<file path="config.mk">
export PLATFORM = sky130hd
export DESIGN_NAME = ps2_host_tx
export DESIGN_NICKNAME = d
export VERILOG_FILES = /design/src/rtl/ps2_pkg.sv /design/src/rtl/ps2_line_filter.sv /design/src/rtl/ps2_host_tx.sv
export SDC_FILE = /design/constraint.sdc
export NUM_CORES = 1
export LEC_CHECK = 0
export CAP_MARGIN = 5
export CORE_ASPECT_RATIO = 1.2
export CORE_UTILIZATION = 63
export DETAILED_ROUTE_END_ITERATION = 8
export PLACE_DENSITY = 0.84
export REMOVE_ABC_BUFFERS = 1
export SETUP_SLACK_MARGIN = 0.05
export SLEW_MARGIN = 20
export SYNTH_ARGS = -nofsm -noshare
export SYNTH_HDL_FRONTEND = slang
export SYNTH_SLANG_ARGS = --single-unit
</file>
<file path="constraint.sdc">
create_clock -name clk -period 4.8 [get_ports clk]
set_clock_uncertainty 0.05 [all_clocks]
set_input_delay 1.44 -clock clk [delete_from_list [all_inputs] [get_ports clk]]
set_output_delay 1.44 -clock clk [all_outputs]
set_load 0.02 [all_outputs]
</file>
<file path="src/rtl/ps2_pkg.sv">
// Shared types and constants for the PS/2 host transmit path.
// Frame layout on the wire after the start bit: data[7:0], odd parity, stop.
package ps2_pkg;

    typedef enum logic [2:0] {
        IDLE,
        INHIBIT,
        START,
        SHIFT,
        ACK,
        WAIT_IDLE,
        DONE,
        ERR
    } ps2_state_e;

    localparam logic [7:0] CMD_RESET  = 8'hFF;
    localparam logic [7:0] CMD_ENABLE = 8'hF4;
    localparam logic [7:0] ACK_BYTE   = 8'hFA;

    localparam int FRAME_BITS = 10;

    // Bit 9 is the stop bit (line released), bit 8 makes the total count of ones odd.
    function automatic logic [FRAME_BITS-1:0] build_frame(input logic [7:0] data);
        return {1'b1, ~^data, data};
    endfunction

endpackage

</file>
<file path="src/rtl/ps2_line_filter.sv">
// Two-flop synchronizer plus a run-length glitch filter for one PS/2 pad.
// The filtered level flips only after FILTER_LEN consecutive samples disagree with it.
module ps2_line_filter #(
    parameter int FILTER_LEN = 8
) (
    input  logic clk,
    input  logic rst,
    input  logic pad,
    output logic level,
    output logic fall
);

    localparam int CW = $clog2(FILTER_LEN + 1);

    logic          sync_q1;
    logic          sync_q2;
    logic [CW-1:0] run_cnt;

    // The idle bus is high, so the synchronizer and filter come out of reset at 1.
    always_ff @(posedge clk) begin
        if (rst) begin
            sync_q1 <= 1'b1;
            sync_q2 <= 1'b1;
            run_cnt <= '0;
            level   <= 1'b1;
            fall    <= 1'b0;
        end else begin
            sync_q1 <= pad;
            sync_q2 <= sync_q1;
            fall    <= 1'b0;
            if (sync_q2 == level) begin
                run_cnt <= '0;
            end else if (run_cnt == CW'(FILTER_LEN - 1)) begin
                run_cnt <= '0;
                level   <= sync_q2;
                fall    <= level;
            end else begin
                run_cnt <= run_cnt + 1'b1;
            end
        end
    end

endmodule

</file>
<file path="src/rtl/ps2_host_tx.sv">
// Host-to-device PS/2 command transmitter: inhibit, request-to-send, shift the
// frame on device clock falls, then check the device acknowledge bit.
module ps2_host_tx
    import ps2_pkg::*;
#(
    parameter int INHIBIT_CYCLES = 12000,
    parameter int START_HOLD     = 20,
    parameter int TIMEOUT_CYCLES = 2000000,
    parameter int FILTER_LEN     = 8
) (
    input  logic       clk,
    input  logic       rst,
    input  logic [7:0] tx_data,
    input  logic       tx_valid,
    output logic       tx_ready,
    input  logic       ps2_clk_in,
    input  logic       ps2_data_in,
    output logic       ps2_clk_oe,
    output logic       ps2_data_oe,
    output logic       busy,
    output logic       done,
    output logic       err
);

    localparam int PHASE_MAX = (INHIBIT_CYCLES > START_HOLD) ? INHIBIT_CYCLES : START_HOLD;
    localparam int PW        = $clog2(PHASE_MAX + 1);
    localparam int TW        = $clog2(TIMEOUT_CYCLES + 1);

    ps2_state_e            state;
    ps2_state_e            next_state;
    logic [PW-1:0]         phase_cnt;
    logic [TW-1:0]         tmo_cnt;
    logic [FRAME_BITS-1:0] frame;
    logic [3:0]            bit_idx;
    logic                  data_drive;
    logic                  data_s1;
    logic                  data_s2;
    logic                  clk_level;
    logic                  clk_fall;
    logic                  phase_end;
    logic                  timeout;
    logic                  tmo_run;

    ps2_line_filter #(
        .FILTER_LEN(FILTER_LEN)
    ) u_clk_filter (
        .clk  (clk),
        .rst  (rst),
        .pad  (ps2_clk_in),
        .level(clk_level),
        .fall (clk_fall)
    );

    // Data is only ever sampled well after the filtered clock edge, so no glitch filter.
    always_ff @(posedge clk) begin
        if (rst) begin
            data_s1 <= 1'b1;
            data_s2 <= 1'b1;
        end else begin
            data_s1 <= ps2_data_in;
            data_s2 <= data_s1;
        end
    end

    assign phase_end = ((state == INHIBIT) && (phase_cnt == PW'(INHIBIT_CYCLES - 1))) ||
                       ((state == START)   && (phase_cnt == PW'(START_HOLD - 1)));
    assign tmo_run   = (state == SHIFT) || (state == ACK) || (state == WAIT_IDLE);
    assign timeout   = tmo_run && (tmo_cnt == TW'(TIMEOUT_CYCLES - 1));

    always_ff @(posedge clk) begin
        if (rst) begin
            state      <= IDLE;
            phase_cnt  <= '0;
            tmo_cnt    <= '0;
            frame      <= '0;
            bit_idx    <= '0;
            data_drive <= 1'b0;
        end else begin
            state <= next_state;

            if ((state == IDLE) && tx_valid) begin
                frame <= build_frame(tx_data);
            end

            if (((state == INHIBIT) || (state == START)) && !phase_end) begin
                phase_cnt <= phase_cnt + 1'b1;
            end else begin
                phase_cnt <= '0;
            end

            // Armed at zero on the first SHIFT cycle, i.e. the cycle the clock is released.
            if (tmo_run) begin
                tmo_cnt <= tmo_cnt + 1'b1;
            end else begin
                tmo_cnt <= '0;
            end

            if (state == START) begin
                data_drive <= 1'b1;
                bit_idx    <= '0;
            end else if (state == SHIFT) begin
                if (clk_fall) begin
                    data_drive <= ~frame[bit_idx];
                    bit_idx    <= bit_idx + 1'b1;
                end
            end else begin
                data_drive <= 1'b0;
                bit_idx    <= '0;
            end
        end
    end

    always_comb begin
        next_state = state;
        case (state)
            IDLE:      if (tx_valid) next_state = INHIBIT;
            INHIBIT:   if (phase_end) next_state = START;
            START:     if (phase_end) next_state = SHIFT;
            SHIFT: begin
                if (timeout) next_state = ERR;
                else if (clk_fall && (bit_idx == 4'(FRAME_BITS - 1))) next_state = ACK;
            end
            ACK: begin
                if (timeout) next_state = ERR;
                else if (clk_fall) next_state = data_s2 ? ERR : WAIT_IDLE;
            end
            WAIT_IDLE: begin
                if (timeout) next_state = ERR;
                else if (clk_level && data_s2) next_state = DONE;
            end
            DONE:      next_state = IDLE;
            ERR:       next_state = IDLE;
            default:   next_state = IDLE;
        endcase
    end

    always_comb begin
        tx_ready    = 1'b0;
        busy        = 1'b0;
        ps2_clk_oe  = 1'b0;
        ps2_data_oe = 1'b0;
        done        = 1'b0;
        err         = 1'b0;
        case (state)
            IDLE:      tx_ready = 1'b1;
            INHIBIT: begin
                busy       = 1'b1;
                ps2_clk_oe = 1'b1;
            end
            START: begin
                busy        = 1'b1;
                ps2_clk_oe  = 1'b1;
                ps2_data_oe = 1'b1;
            end
            SHIFT: begin
                busy        = 1'b1;
                ps2_data_oe = data_drive;
            end
            ACK:       busy = 1'b1;
            WAIT_IDLE: busy = 1'b1;
            DONE:      done = 1'b1;
            ERR:       err  = 1'b1;
            default:   tx_ready = 1'b0;
        endcase
    end

endmodule

</file>
# After elaboration in Yosys (flattened, before gate mapping)
# Cells that the tools add are included.
[totals] reg_bits=63 latchBits=0 mem_bits_rw=0 romBits=0 output_inout_bits=6 n_memories=0
[classes] addsub=4 mul=0 div_mod_pow=0 order_cmp=1 eq_ne=20 n_shift=0 muxes=22 bitwise=6 reduce_logical=24
[op_table] operator="$mux W3" n=9
[op_table] operator="$add A21 B1 Y21 const B" n=1
[op_table] operator="$eq A21 B21 Y1 const B" n=1
[op_table] operator="$pmux W3 S7" n=1
[op_table] operator="$add A14 B1 Y14 const B" n=1
[op_table] operator="$eq A14 B14 Y1 const B" n=1
[op_table] operator="$eq A14 B5 Y1 const B" n=1
[op_table] operator="$eq A3 B3 Y1 const B" n=4
[op_table] operator="$mux W1" n=9
[op_table] operator="$ne A3 B2 Y1 const B" n=3
[op_table] operator="$reduce_or A3 Y1" n=3
[op_table] operator="$add A4 B1 Y4 const B" n=2
[op_table] operator="$reduce_or A2 Y1" n=4
[op_table] operator="$reduce_xnor A8 Y1" n=1
[op_table] operator="$logic_and A1 B1 Y1" n=7
[op_table] operator="$eq A3 B2 Y1 const B" n=2
[op_table] operator="$ne A2 B2 Y1 const B" n=3
[op_table] operator="$not A1 Y1" n=6
[op_table] operator="$reduce_and A6 Y1" n=1
[op_table] operator="$lt A4 B5 Y1 const B" n=1
[op_table] operator="$reduce_or A5 Y1" n=1
[op_table] operator="$bmux W1 S4" n=1
[op_table] operator="$eq A4 B3 Y1 const B" n=1
[op_table] operator="$eq A4 B4 Y1 const B" n=1
[op_table] operator="9 further kinds" n=12

# Longest topological paths before layout
[depth] depth_word=7 mapped_depth=8 depth_no_buf=8

# Hierarchy
# A second synthesis with hierarchy kept.
[unflattened] hier_cells=336 area_unflattened_um2=2902.8
[modules_own_cells] mod="ps2_host_tx" instances=1 cells_each=310 area_per_inst_um2=2602.5
[modules_own_cells] mod="ps2_line_filter" instances=1 cells_each=26 area_per_inst_um2=300.3

# Least setup slack after synthesis
# Ideal clock, no wire load.
[synth_path] path_kind="reg2out" from="reg state[1]" to="out busy" arrival_ns=1.123 t_required_ns=3.310 setup_slack_ns=2.187 stages_incl_launch_ff=4 cell_sequence="dfxtp_1 or2_1 nor2_1 a21oi_1"
[synth_via] elab_chain_len=3 word_cells_on_any_way=7
[synth_rtl] item="start, declared" line_no="ps2_host_tx.sv:29" text="ps2_state_e state;"
[synth_rtl] item="start signal, assigned" line_no="ps2_host_tx.sv:79" text="state <= next_state;"
[synth_rtl] item="$eq A3 B2 Y1 (tied with other cells)" line_no="ps2_host_tx.sv:144" text="case (state)"
[synth_rtl] item="$reduce_or A5 Y1 (no line) (*)"
[synth_rtl] item="$mux W1 (*)" line_no="ps2_host_tx.sv:144"
[synth_rtl] item="end, declared" line_no="ps2_host_tx.sv:20" text="output logic busy,"
# Every way passes the cells marked *; elsewhere a longest branch is shown, timed or not.

# Final worst setup path
[layout_path] from="reg state[0]" to="out busy"
# Same word-level chain as after synthesis.

==> impl_metrics.yaml <==
grt:
  grt_pass1_wl_mm: 8.190
  grt_overflow: 0
  grtUsageTotal_pct: 22.33
  first_global_vias: 2004
  grt_max_degree: 25
  antenna_found_initial: 0
routing:
  routed_wl_mm: 4.990
  ant_nets: 0
  detailroute.via_count: 2206
  route.detailed.drc: 0
  wl_per_cell_um: 12.29
  drt_pass1_iterations: 4
  routed_via_density: 5.433
  drt-initial-drc-count: 112
setup_path:
  critPathCapture: "busy"
  crit_chain: "nor2_1 -> a21oi_1 -> clkdlybuf4s50_1"
  timing.rr.end: "phase_cnt[3]$_SDFF_PP0_"
  cp_max_fo: 16
  reg2reg_depth: 6
  slowest_stage: "clkdlybuf4s50_1"
  crit_path_start_kind: "flip-flop"
  critPathKind: "reg2out"
  startpoint: "state[0]$_SDFFE_PP0P_"
  cp.required_ns: 3.31
  r2r-start: "phase_cnt[0]$_SDFF_PP0_"
  cp.arrival_ns: 2.02
  rrSetupSlack_ns: 2.90
  endpoint_kind: "output port"
  cpPeakStageDelay_ns: 0.64
final_layout:
  drive_gt1_share_pct: 7.143
  fin_util_pct: 75.07
  nNetsFinal: 363
  diodes: 0
  layout-area-overhead-vs-synth_pct: 13.36
die:
  fp.dieW_um: 63.57
  pin_count: 19
  rows: 26
  die_area_um2: 4823
  fp.dieH_um: 75.88
  start_util_pct: 66.22
  core_area_um2: 4327
synth:
  synth_area_um2: 2865
  synthFlopType: "dfxtp_1"
  synthCells: 328
  yosysTopAreaCellShare_pct: 44.02
  yosysWarnings: 0
  syn_avg_cell_area_um2: 8.736
  ys_types: 44
  synth-edff-count: 0
  synth_seq_area_share_pct: 44.02
  async_reset_ff_share_pct: 0
  yosysTopAreaCell: "dfxtp_1"
  ys_ff_latch: 63
  synthTopCellsByArea: "dfxtp_1 (44%), nor2_1 (7.6%), xnor2_1 (7.0%)"
clock_network:
  cts_sinks: 63
  htreeDepth: 3
  cts.reportedPaths.clkPinSlew_ns: 0.06
  cts_resized: 0
  cts.path.max_buffers: 2
  cts-root-buf: "clkbuf_8"
  holdBufCountCts: 0
  post_cts_buffers: 0
  cts_tree: "yes"
  cts_buffers: 9
  clkLatencyLatePin_ns: 0.33
pwr:
  seqPwrFrac_pct: 43.7
  pwr-share-clk_pct: 35.0
  p_int_w: 0.0009790
  power_density_nw_per_um2: 423.0
  pwr-share-comb_pct: 21.2
  ir_drop_v: 0.0002928
  p_sw_share_pct: 28.74
  p_leak_nw: 1.125
  switching_power_w: 0.0003949
sta:
  hold_violations: 0
  worst_pin_slew_ns: 0.7884
  finalSetupViolCount: 0
  holdWs_ns: 0.3581
  final_max_slew_viol_count: 0
  rsz0062_at_grt: "no"
  max_slew_margin_pct: 47.27
  final.setup.tns_ns: 0
  period_minus_slack_ns: 3.511
  finalCritPeriodShare_pct: 73.15
  fmaxAchievable_mhz: 284.8
status:
  outcome: "finished, final reports clean"
hold_path:
  min_path_type: "reg2reg"
flow_run:
  maxCapViolCount: 0
place:
  place_hpwl_mm: 3.440
  routabilityCongestion: 0.7829
  port_buffers: 18
[through the flow]
step / worst slack, ns / cells / instance area [um2] / power, W
final: 1.289 / 406 / 3248 / 0.001374
after detailed placement: 1.519 / 390 / 3043 / 0.0009033
after CTS: 1.262 / 406 / 3248 / 0.001384
after global placement: 1.537 / 390 / 3043 / 0.0008963
after global routing: 1.142 / 406 / 3248 / 0.001439
after floorplan: 2.094 / 316 / 2793 / 0.0007991
[synthesized netlist by cell type (all sizes together) (2+ instances only)]
| cell | count |
|---|---|
| a21oi | 17 |
| and2 | 2 |
| and3 | 11 |
| and4 | 2 |
| buf | 7 |
| clkbuf | 5 |
| dfxtp | 63 |
| ha | 5 |
| inv | 7 |
| mux2i | 4 |
| mux4 | 2 |
| nand2 | 36 |
| nand2b | 3 |
| nand3 | 17 |
| nand3b | 3 |
| nand4 | 6 |
| nor2 | 58 |
| nor2b | 2 |
| nor3 | 2 |
| nor4 | 4 |
| nor4b | 3 |
| o211ai | 2 |
| o21ai | 4 |
| or2 | 7 |
| or3 | 2 |
| xnor2 | 23 |
| xor2 | 20 |
[power groups by stage]
| stage | clock [W] | combinational (W) | sequential, W |
|---|---|---|---|
| after global placement | 0 | 0.000286 | 0.000610 |
| after detailed placement | 0 | 0.000292 | 0.000611 |
| after floorplan | 0 | 0.000198 | 0.000601 |
| after CTS | 0.000489 | 0.000295 | 0.000600 |
| after global routing | 0.000511 | 0.000322 | 0.000606 |
| final | 0.000481 | 0.000292 | 0.000601 |
[worst max-delay path, delay by kind of cell, from the launching register on]
kind | cells | cell delay (ns)
AOI/OAI and AO/OA | 1 | 0.22
buffers and inverters | 1 | 0.64
DFF | 1 | 0.63
and+or+nand+nor | 1 | 0.20
[cell usage in the layout (no fill, tap or decap), types with 2 or more instances in the layout]
master	instances
inv_1	7
and2_1	2
or3_1	2
and3_1	11
nand2_1	36
xnor2_1	23
nand4_1	6
ha_1	5
clkbuf_1	3
nand3_1	16
nand2b_1	3
nor2_1	58
o211ai_1	2
bufinv_16	2
nor3_1	2
clkdlybuf4s50_1	18
xor2_1	20
mux4_2	2
nand3b_1	3
nor2b_1	2
and4_1	2
o21ai_0	3
or2_2	5
nor4_1	4
or2_1	2
clkinv_2	2
dfxtp_1	63
a21oi_1	16
mux2i_1	4
clkbuf_8	9
nor4b_1	2
[state kept, by name, summed over array words and instances (netlist names), 3 cells and up]
| register | cells |
|---|---|
| phase_cnt | 14 |
| tmo_cnt | 21 |
| u_clk_filter.run_cnt | 4 |
| state | 3 |
| frame | 10 |
| bit_idx | 4 |
[cell type report]
type,count,area (um2)
Timing Repair Buffer,18,180.2
Sequential cell,63,1261
Tap cell,56,70.07
Clock inverter,4,70.07
Multi-Input combinational cell,246,1505
Fill cell,318,1079
Clock buffer,12,135.1
Inverter,7,26.28
[metal layers]
metal,vias to the layer above,routed length (um),share of wire [%],track usage (%)
li1,1136,-,-,-
met1,1024,2345,47,25.51
met2,36,2394,48,38.42
met3,10,156,3.1,6.587
met4,0,94,1.9,11.36
met5,-,0,0,0
[worst min path at each step]
stage                                          from                               to  slack [ns]  cells past startpoint
finish              u_clk_filter.sync_q1$_SDFF_PP1_  u_clk_filter.sync_q2$_SDFF_PP1_        0.36                      1
global route        u_clk_filter.sync_q1$_SDFF_PP1_  u_clk_filter.sync_q2$_SDFF_PP1_        0.38                      1
CTS                              data_s1$_SDFF_PP1_               data_s2$_SDFF_PP1_        0.36                      1
detailed placement               data_s1$_SDFF_PP1_               data_s2$_SDFF_PP1_        0.35                      1
global placement                 data_s1$_SDFF_PP1_               data_s2$_SDFF_PP1_        0.34                      1
floorplan                        data_s1$_SDFF_PP1_               data_s2$_SDFF_PP1_        0.34                      1
[kinds of logic (layout without fill, tap and decap cells)]
| family | count (synthesis) | in the layout | synth area share, % |
|---|---|---|---|
| AO/OA/AOI/OAI | 29 | 29 | 6.288 |
| AND/OR/NAND/NOR | 163 | 163 | 27.95 |
| XOR/XNOR | 43 | 43 | 13.14 |
| multiplexers | 6 | 6 | 2.969 |
| buffers and inverters | 19 | 41 | 3.450 |
| flip-flops | 63 | 63 | 44.02 |
| adder cells (fa/ha/maj) | 5 | 5 | 2.183 |
(Power assumes the default switching activity.)
